==> config.mk <==
export PLATFORM = sky130hd
export DESIGN_NAME = demux12_stream
export DESIGN_NICKNAME = d
export VERILOG_FILES = /design/src/rtl/demux12_stream.sv
export SDC_FILE = /design/constraint.sdc
export NUM_CORES = 1
export LEC_CHECK = 0
export ABC_CLOCK_PERIOD_IN_PS = 1190
export BUFFER_PORTS_ARGS = -buffer_cell sky130_fd_sc_hd__buf_4
export CAP_MARGIN = 10
export CORE_MARGIN = 3
export CORE_UTILIZATION = 43
export DETAILED_ROUTE_END_ITERATION = 10
export PLACE_DENSITY = 0.73
export SYNTH_ARGS = -nofsm -noshare
export SYNTH_HDL_FRONTEND = slang
export SYNTH_SLANG_ARGS = --single-unit
export TNS_END_PERCENT = 20
==> constraint.sdc <==
create_clock -name clk -period 1.19 [get_ports clk]
set_input_delay 0.238 -clock clk [delete_from_list [all_inputs] [get_ports clk]]
set_output_delay 0.238 -clock clk [all_outputs]
set_load 0.03 [all_outputs]
==> src/rtl/demux12_stream.sv <==
// Registered 1-to-2 stream demultiplexer with a one-entry holding register per channel.
// It also keeps a wrapping per-channel delivery counter.
module demux12_stream #(
    parameter int WIDTH = 5,
    parameter int CNT_W = 8
) (
    input  logic             clk,
    input  logic             rst_n,
    input  logic [WIDTH-1:0] in_data,
    input  logic             in_valid,
    input  logic             sel,
    output logic             in_ready,
    output logic [WIDTH-1:0] out0_data,
    output logic             out0_valid,
    input  logic             out0_ready,
    output logic [WIDTH-1:0] out1_data,
    output logic             out1_valid,
    input  logic             out1_ready,
    output logic [CNT_W-1:0] cnt0,
    output logic [CNT_W-1:0] cnt1
);

    typedef enum logic {EMPTY = 1'b0, FULL = 1'b1} chan_state_t;

    localparam logic [CNT_W-1:0] CNT_ONE = {{(CNT_W-1){1'b0}}, 1'b1};

    chan_state_t      state0_r, state1_r;
    chan_state_t      state0_next_s, state1_next_s;
    logic [WIDTH-1:0] data0_r, data1_r;
    logic [CNT_W-1:0] cnt0_r, cnt1_r;
    logic             in_ready_s, accept_s;
    logic             load0_s, load1_s, drain0_s, drain1_s;

    // Handshake decode and per-channel next-state logic
    always_comb begin
        in_ready_s    = 1'b0;
        accept_s      = 1'b0;
        load0_s       = 1'b0;
        load1_s       = 1'b0;
        drain0_s      = 1'b0;
        drain1_s      = 1'b0;
        state0_next_s = state0_r;
        state1_next_s = state1_r;

        drain0_s = (state0_r == FULL) & out0_ready;
        drain1_s = (state1_r == FULL) & out1_ready;

        // Only the addressed channel gates acceptance, so a stalled sink never blocks the other.
        if (sel) begin
            in_ready_s = (state1_r == EMPTY) | out1_ready;
        end else begin
            in_ready_s = (state0_r == EMPTY) | out0_ready;
        end

        accept_s = in_valid & in_ready_s;
        load0_s  = accept_s & ~sel;
        load1_s  = accept_s & sel;

        case (state0_r)
            EMPTY: begin
                if (load0_s) state0_next_s = FULL;
                else         state0_next_s = EMPTY;
            end
            FULL: begin
                if (drain0_s && !load0_s) state0_next_s = EMPTY;
                else                      state0_next_s = FULL;
            end
            default: state0_next_s = EMPTY;
        endcase

        case (state1_r)
            EMPTY: begin
                if (load1_s) state1_next_s = FULL;
                else         state1_next_s = EMPTY;
            end
            FULL: begin
                if (drain1_s && !load1_s) state1_next_s = EMPTY;
                else                      state1_next_s = FULL;
            end
            default: state1_next_s = EMPTY;
        endcase
    end

    // Channel state registers
    always_ff @(posedge clk or negedge rst_n) begin
        if (!rst_n) begin
            state0_r <= EMPTY;
            state1_r <= EMPTY;
        end else begin
            state0_r <= state0_next_s;
            state1_r <= state1_next_s;
        end
    end

    // Holding registers; a load overwrites the word that drains in the same cycle
    always_ff @(posedge clk or negedge rst_n) begin
        if (!rst_n) begin
            data0_r <= {WIDTH{1'b0}};
            data1_r <= {WIDTH{1'b0}};
        end else begin
            if (load0_s) data0_r <= in_data;
            if (load1_s) data1_r <= in_data;
        end
    end

    // Delivery counters, wrapping modulo 2^CNT_W
    always_ff @(posedge clk or negedge rst_n) begin
        if (!rst_n) begin
            cnt0_r <= {CNT_W{1'b0}};
            cnt1_r <= {CNT_W{1'b0}};
        end else begin
            if (drain0_s) cnt0_r <= cnt0_r + CNT_ONE;
            if (drain1_s) cnt1_r <= cnt1_r + CNT_ONE;
        end
    end

    assign in_ready   = in_ready_s;
    assign out0_data  = data0_r;
    assign out0_valid = (state0_r == FULL);
    assign out1_data  = data1_r;
    assign out1_valid = (state1_r == FULL);
    assign cnt0       = cnt0_r;
    assign cnt1       = cnt1_r;

endmodule
==> run summary, run 1 <==
Final routed DRC violation total - 0
Post-Syn Instances - 86
TritonCTS Buffers - 3
Peak supply drop - 1710 uV
Mean number of vias per cell - 4.89
Placed cell areas - 1540 um^2
Slew HR - 0.762
Area leader, netlist - dfrtp_1
CP max FO - 2
Failing checks - setup timing
Final Cycle Share - 1.21
Final-report hold violation count - 0
Yosys top cell area share - 0.601
H-tree levels - 1
Proportion of layout cells with a drive suffix above 1 - 0.543
Most frequent cells in the layout - buf_4 (27), dfrtp_1 (24), buf_6 (21), xnor2_1 (10), nand2_1 (9)
Ys Warns - 0
Unique masters post-synth - 20
Final Cell Area - 1730 um^2
Final core utilization - 0.687
Routed length per placed instance - 14.1 um
Top Family by Delay on Critical Path - flip-flops
Drt total wl - 2370 um
CTS tree - built
CP max stage delay - 0.42 ns
Max cap viols - 0
Syn Nets - 99
Setup Crit Path Kind - reg2out
Largest net degree at the start of global routing - 29
Detailed Route Iter0 Violations - 17
CP startpoint kind - flip-flop
Chip Height - 58.1 um
Synth Cell Area - 1170 um^2
Initial core utilization - 0.462
GRT Total Usage - 0.153
Clk sinks - 28
# setup viols final - 15
Chip Width - 58.1 um
Critical Path RT - 0.95 ns
Leak pwr - 0.847 nW
Routability cong. - 0.738
Clk_skew - 0.00443 ns
Clock slew at reported path FFs - 0.15 ns
CP startpoint - out0_valid
Num rows - 18
Clock Root Buffer - clkbuf_4
# nets final - 152
Arr. time, crit path - 1.20 ns
Via count - 821
Ant. Diodes - 0
Clk_lat worst skew - 0.32 ns
Average cell area after synthesis - 13.6 um^2
Worst path cell trace - nand2b_4, mux2_4, buf_6
Worst Tran Pin Value - 0.357 ns
Minimum clock period - 1.44 ns
Reg2Reg Launch Point - out0_valid
CP Capture Type - primary output
Placeable Area - 2520 um^2
IO buf count - 39
Commonest non-fill, non-tap cell in the layout - buf_4
Initial antenna violation count - 0
FMAX - 697 MHz
Final Max Tran Viols - 0
Fill cells - 192
DR pass1 iterations - 4
RSZ-0062 raised after global routing - yes
Hold WC Path Type - in2reg
Die area - 3370 um^2
Setup ws final - -0.245 ns
Area Overhead vs Synth - 48.5%
Crit path buf inv count - 1
First-pass GRT wire length - 4020 um
Clock buffer depth - 2
Final ANT Viol Nets - 0
DP HPWL - 1690 um
Register area share after synthesis - 0.601
Worst hold start - in_data[3]
Status - finished with violations
Vias in the first global route - 885
Synthesis-stage register bit count - 28
Worst path slowest cell - dfrtp_2
I/O pins - 40
Power Density - 2060 nW/um^2
Total grt overflow - 0
Synth area leaders - dfrtp_1 (60%), mux2_2 (13%), xnor2_1 (7.5%)
-- sequential cells by signal (all words and copies together), names as in the netlist --
register and count:
out0_valid 1, cnt0 8, out0_data 5, out1_valid 1, cnt1 8, out1_data 5
-- synthesized netlist by cell type --
cell	count
mux2_2	13
nor2b_2	1
and2_1	1
inv_1	1
and3_1	3
nor3b_4	1
and4_1	2
dfrtp_1	28
xor2_1	4
nand4_1	4
nand2b_1	1
nand2_1	9
o21ai_0	1
nand3_1	1
buf_2	1
xnor2_1	10
ha_1	2
nor2_1	1
nor3_1	1
nand2b_2	1
-- layer usage --
| metal | up-vias | track usage | wire length (um) |
|---|---|---|---|
| met5 | - | 0 | 0 |
| met4 | 0 | 0.0397 | 21 |
| met3 | 2 | 0.0312 | 129 |
| met2 | 22 | 0.279 | 1250 |
| met1 | 397 | 0.183 | 976 |
| li1 | 400 | - | - |
-- worst register-to-register path, delay by kind of cell (launching register included) --
kind | cells | cell delay (ns)
flops | 1 | 0.46
mux | 1 | 0.30
simple gates | 2 | 0.24
buf+inv | 2 | 0.26
-- final cells by class --
| type | count | area (um^2) | area share |
|---|---|---|---|
| multi-input cells | 56 | 499 | 0.288 |
| clock buffers | 4 | 36.3 | 0.0210 |
| inverters | 1 | 3.75 | 0.00217 |
| well taps | 30 | 37.5 | 0.0217 |
| flip-flops and latches | 28 | 706 | 0.408 |
| repair buffers | 49 | 449 | 0.259 |
-- per-stage QoR --
stage	hold slack, ns	worst slack (ns)	setup TNS, ns	power (mW)	cells
final	0.150	-0.245	-1.82	3.56	168
after global routing	0.133	-0.294	-2.91	3.75	168
after CTS	0.143	-0.241	-1.73	3.48	168
after detailed placement	0.176	-0.127	-0.624	2.89	159
after global placement	0.174	-0.0562	-0.331	2.85	159
after floorplan	-0.0576	-0.128	-1.41	2.26	86
-- path summary, 6_finish.rpt --
| check | endpoint | cells after the start | slack (ns) |
|---|---|---|---|
| worst max-delay path | in_ready | 3 | -0.25 |
| worst min-delay path | out0_data[3] | 2 | 0.15 |
| worst max register to register | out0_data[0] | 5 | -0.17 |
| worst min register to register | cnt0[7] | 1 | 0.48 |
| max in group asynchronous | cnt0[4] | 2 | 0.57 |
| min in group asynchronous | out1_valid | 2 | 0.34 |
-- repair_timing --
action,4_1_cts,5_1_grt
resized for setup,19,16
setup endpoints to repair,18,30
hold buffers,1,0
buffers inserted,4,0
endpoints found under the hold margin,28,0
pin swaps,0,1
-- power breakdown --
part | switching, mW | internal [mW]
logic | 0.845 | 0.791
clock network | 0.272 | 0.187
registers | 0.261 | 1.21
total | 1.38 | 2.18
-- kinds of logic (layout without fill, tap and decap cells) --
logic type / Yosys count / count (layout) / synth area share
flip-flops: 28 / 28 / 0.601
AO/OA/AOI/OAI: 1 / 1 / 0.00429
XOR/XNOR: 14 / 14 / 0.105
AND/OR/NAND/NOR: 26 / 26 / 0.135
adder cells (fa/ha/maj): 2 / 2 / 0.0215
buffers and inverters: 2 / 54 / 0.00750
multiplexers: 13 / 13 / 0.126
(Power assumes the default switching activity.)
==> inputs of run 2 (changes only) <==
--- a/config.mk
+++ b/config.mk
@@ -7,2 +7,3 @@
 export LEC_CHECK = 0
+export ABC_AREA = 1
 export ABC_CLOCK_PERIOD_IN_PS = 1190
@@ -11,3 +12,3 @@
 export CORE_MARGIN = 3
-export CORE_UTILIZATION = 43
+export CORE_UTILIZATION = 44
 export DETAILED_ROUTE_END_ITERATION = 10
==> constraint.sdc (replaced) <==
create_clock -name clk -period 1.19 [get_ports clk]
set_input_delay 0.0595 -clock clk [delete_from_list [all_inputs] [get_ports clk]]
set_output_delay 0.0595 -clock clk [all_outputs]
set_load 0.03 [all_outputs]
==> run summary, run 2 <==
Drt total wl - 2460 um (+3.7%)
Unique masters post-synth - 22 (+10%)
Hold WC Path Type - in2reg
TritonCTS Buffers - 3 (unchanged)
Most frequent cells after synthesis - nand2_1 (40), dfrtp_1 (28), inv_1 (19)
Final routed DRC violation total - 0 (unchanged)
Die area - 3550 um^2 (+5.2%)
CP max stage delay - 0.41 ns (about the same)
CP max FO - 2 (unchanged)
R2R cell count - 4 (-1)
FMAX - 804 MHz (+15%)
Num rows - 18 (unchanged)
Detailed Route Iter0 Violations - 11 (-6)
Slew HR - 0.751 (-0.0111)
RSZ-0062 raised after global routing - yes
Proportion of layout cells with a drive suffix above 1 - 0.373 (-0.171)
Worst Hold End - cnt0[0]
Peak supply drop - 1260 uV (-26%)
Max cap viols - 0 (unchanged)
Yosys top cell area share - 0.555 (-0.0459)
Leak pwr - 0.933 nW (+10%)
Ys Warns - 0 (unchanged)
Critical Path RT - 1.13 ns (+0.18 ns)
R2r setup slk - 0.05 ns (+0.22 ns)
Placeable Area - 2590 um^2 (+2.7%)
Initial core utilization - 0.487 (+0.0251)
Total power draw - 3.30 mW (-7.4%)
CTS tree - built
IO buf count - 39 (unchanged)
Total grt overflow - 0 (unchanged)
Hold depth - 3 (+1)
Most common cell in the synthesized netlist - nand2_1
Worst hold start - out0_ready
Final std cells w/o fill - 215 (+28%)
Chip Height - 59.6 um (+2.6%)
Clock slew at reported path FFs - 0.14 ns (about the same)
Commonest non-fill, non-tap cell in the layout - buf_4
Average cell area after synthesis - 9.42 um^2 (-31%)
Synth area leaders - dfrtp_1 (56%), nand2_1 (12%), inv_1 (5.6%)
# nets final - 199 (+31%)
DR pass1 iterations - 2 (-2)
Clk_skew - 0.00615 ns (+0.00172 ns)
Routability cong. - 0.754 (+2.1%)
Synthesis-stage register bit count - 28 (unchanged)
Minimum clock period - 1.24 ns (-0.192 ns)
Routed length per placed instance - 11.4 um (-19%)
R2r endpoint - out1_data[0]
Initial antenna violation count - 0 (unchanged)
Area leader, netlist - dfrtp_1
GRT Total Usage - 0.161 (+0.00722)
Final-report hold violation count - 0 (unchanged)
Syn Nets - 147 (+48%)
Reg2Reg Launch Point - out1_valid
Status - finished with violations
Area Overhead vs Synth - 38.0%
CP startpoint kind - flip-flop
Synth Flop Type - dfrtp_1
Fill cells - 203 (+5.7%)
Mean number of vias per cell - 4.71 (-3.6%)
Final ANT Viol Nets - 0 (unchanged)
Power Density - 1900 nW/um^2 (-7.9%)
Clk sinks - 28 (unchanged)
Final core utilization - 0.672 (-0.0140)
CP Capture Type - primary output
Async S/R FF share, synth - 1.00 (unchanged)
# setup viols final - 1 (-14)
Clock Root Buffer - clkbuf_4
Worst Tran Pin Value - 0.372 ns (+0.0157 ns)
Setup Crit Path Kind - reg2out
Via count - 1013 (+23%)
Final Cycle Share - 1.05 (-0.161)
Ant. Diodes - 0 (unchanged)
Final Max Tran Viols - 0 (unchanged)
Clock buffer depth - 2 (unchanged)
I/O pins - 40 (unchanged)
Pre-CTS setup slack - 0.0580 ns (+0.185 ns)
Failing checks - setup timing
Largest net degree at the start of global routing - 29 (unchanged)
Setup ws final - -0.0536 ns (+0.192 ns)
DP HPWL - 1780 um (+5.3%)
DP Cell Count - 202 (+27%)
Post-Syn Instances - 134 (+56%)
Hold Slack - 0.0288 ns (-0.121 ns)
Arr. time, crit path - 1.18 ns (-0.02 ns)
First-pass GRT wire length - 4330 um (+7.9%)
Chip Width - 59.6 um (+2.6%)
Worst path cell trace - nand2_2, nor2_2, a31oi_2, buf_6
H-tree levels - 1 (unchanged)
Synth Cell Area - 1260 um^2 (+8.3%)
EDFF count, synth - 0 (unchanged)
Clk_lat worst skew - 0.33 ns (about the same)
Register area share after synthesis - 0.555 (-0.0459)
Vias in the first global route - 989 (+12%)
Worst path slowest cell - dfrtp_1
Most frequent cells in the layout - buf_4 (41), nand2_1 (33), dfrtp_1 (28), inv_1 (19), nand2_2 (9)
[run 2: changes by cell type after synthesis, moves of 4 or more]
cell	previous run	this run
nand2_1	9	40
o21ai_2	0	5
nand3_1	1	5
inv_1	1	19
mux2_2	13	1
o21ai_1	0	5
xnor2_1	10	2
nor2_1	1	6
[run 2: cell families (layout without fill, tap and decap cells)]
| family | count (synthesis) | after routing | synth area share |
|---|---|---|---|
| buffers and inverters | 21 | 72 | 0.0694 |
| adder cells (fa/ha/maj) | 2 | 2 | 0.0198 |
| XOR/XNOR | 8 | 8 | 0.0555 |
| multiplexers | 1 | 1 | 0.00892 |
| AO/OA/AOI/OAI | 12 | 12 | 0.0634 |
| flip-flops | 28 | 28 | 0.555 |
| AND/OR/NAND/NOR | 62 | 62 | 0.228 |
[run 2: metrics by stage]
step / area [um^2] / TNS [ns]
finish: 1740 / -0.0536
global placement: 1590 / 0
global route: 1740 / -0.686
detailed placement: 1590 / 0
floorplan: 1270 / -0.193
CTS: 1720 / -0.0568
[run 2: report_power, final]
group	total [mW]	internal (mW)	leakage, nW	switching, mW
clock network	0.460	0.187	0.0210	0.273
registers	1.42	1.18	0.348	0.239
logic	1.42	0.542	0.564	0.876
total	3.30	1.91	0.933	1.39
[run 2: cell type report]
cell class	count	area [um^2]	area share
flip-flops and latches	28	701	0.402
multi-input cells	85	505	0.290
repair buffers	49	390	0.224
inverters	19	71.3	0.0409
well taps	30	37.5	0.0216
clock buffers	4	36.3	0.0208
[run 2: worst max path at each step]
stage | startpoint | endpoint | slack, ns | depth (start not counted)
2_1_floorplan | out1_valid | cnt1[4] | -0.05 | 7
3_3_place_gp | out1_valid | out1_data[0] | 0.08 | 4
3_5_place_dp | out1_valid | out1_data[3] | 0.06 | 4
4_1_cts | out0_valid | in_ready | -0.06 | 4
5_1_grt | out0_valid | in_ready | -0.13 | 4
6_report | out0_valid | in_ready | -0.05 | 4
[run 2: worst max-delay path, delay by kind of cell, from the launching register on]
kind | cells | cell delay (ns)
flops | 1 | 0.41
compound gates | 1 | 0.17
buf+inv | 1 | 0.16
simple gates | 2 | 0.12
[run 2: timing repair]
item,4_1_cts,5_1_grt
setup endpoints to repair,1,19
hold buffers,6,0
endpoints found under the hold margin,34,0
resized for setup,3,9
pin swaps,1,2
setup buffers,3,0
[run 2: routing by layer]
metal / GRT usage / vias up / part of all wire / wire length (um)
met5: 0 / - / 0 / 0
met4: 0.0285 / 0 / 0.0085 / 21
met3: 0.0675 / 2 / 0.075 / 185
met2: 0.262 / 29 / 0.48 / 1180
met1: 0.202 / 463 / 0.44 / 1070
li1: - / 519 / - / -
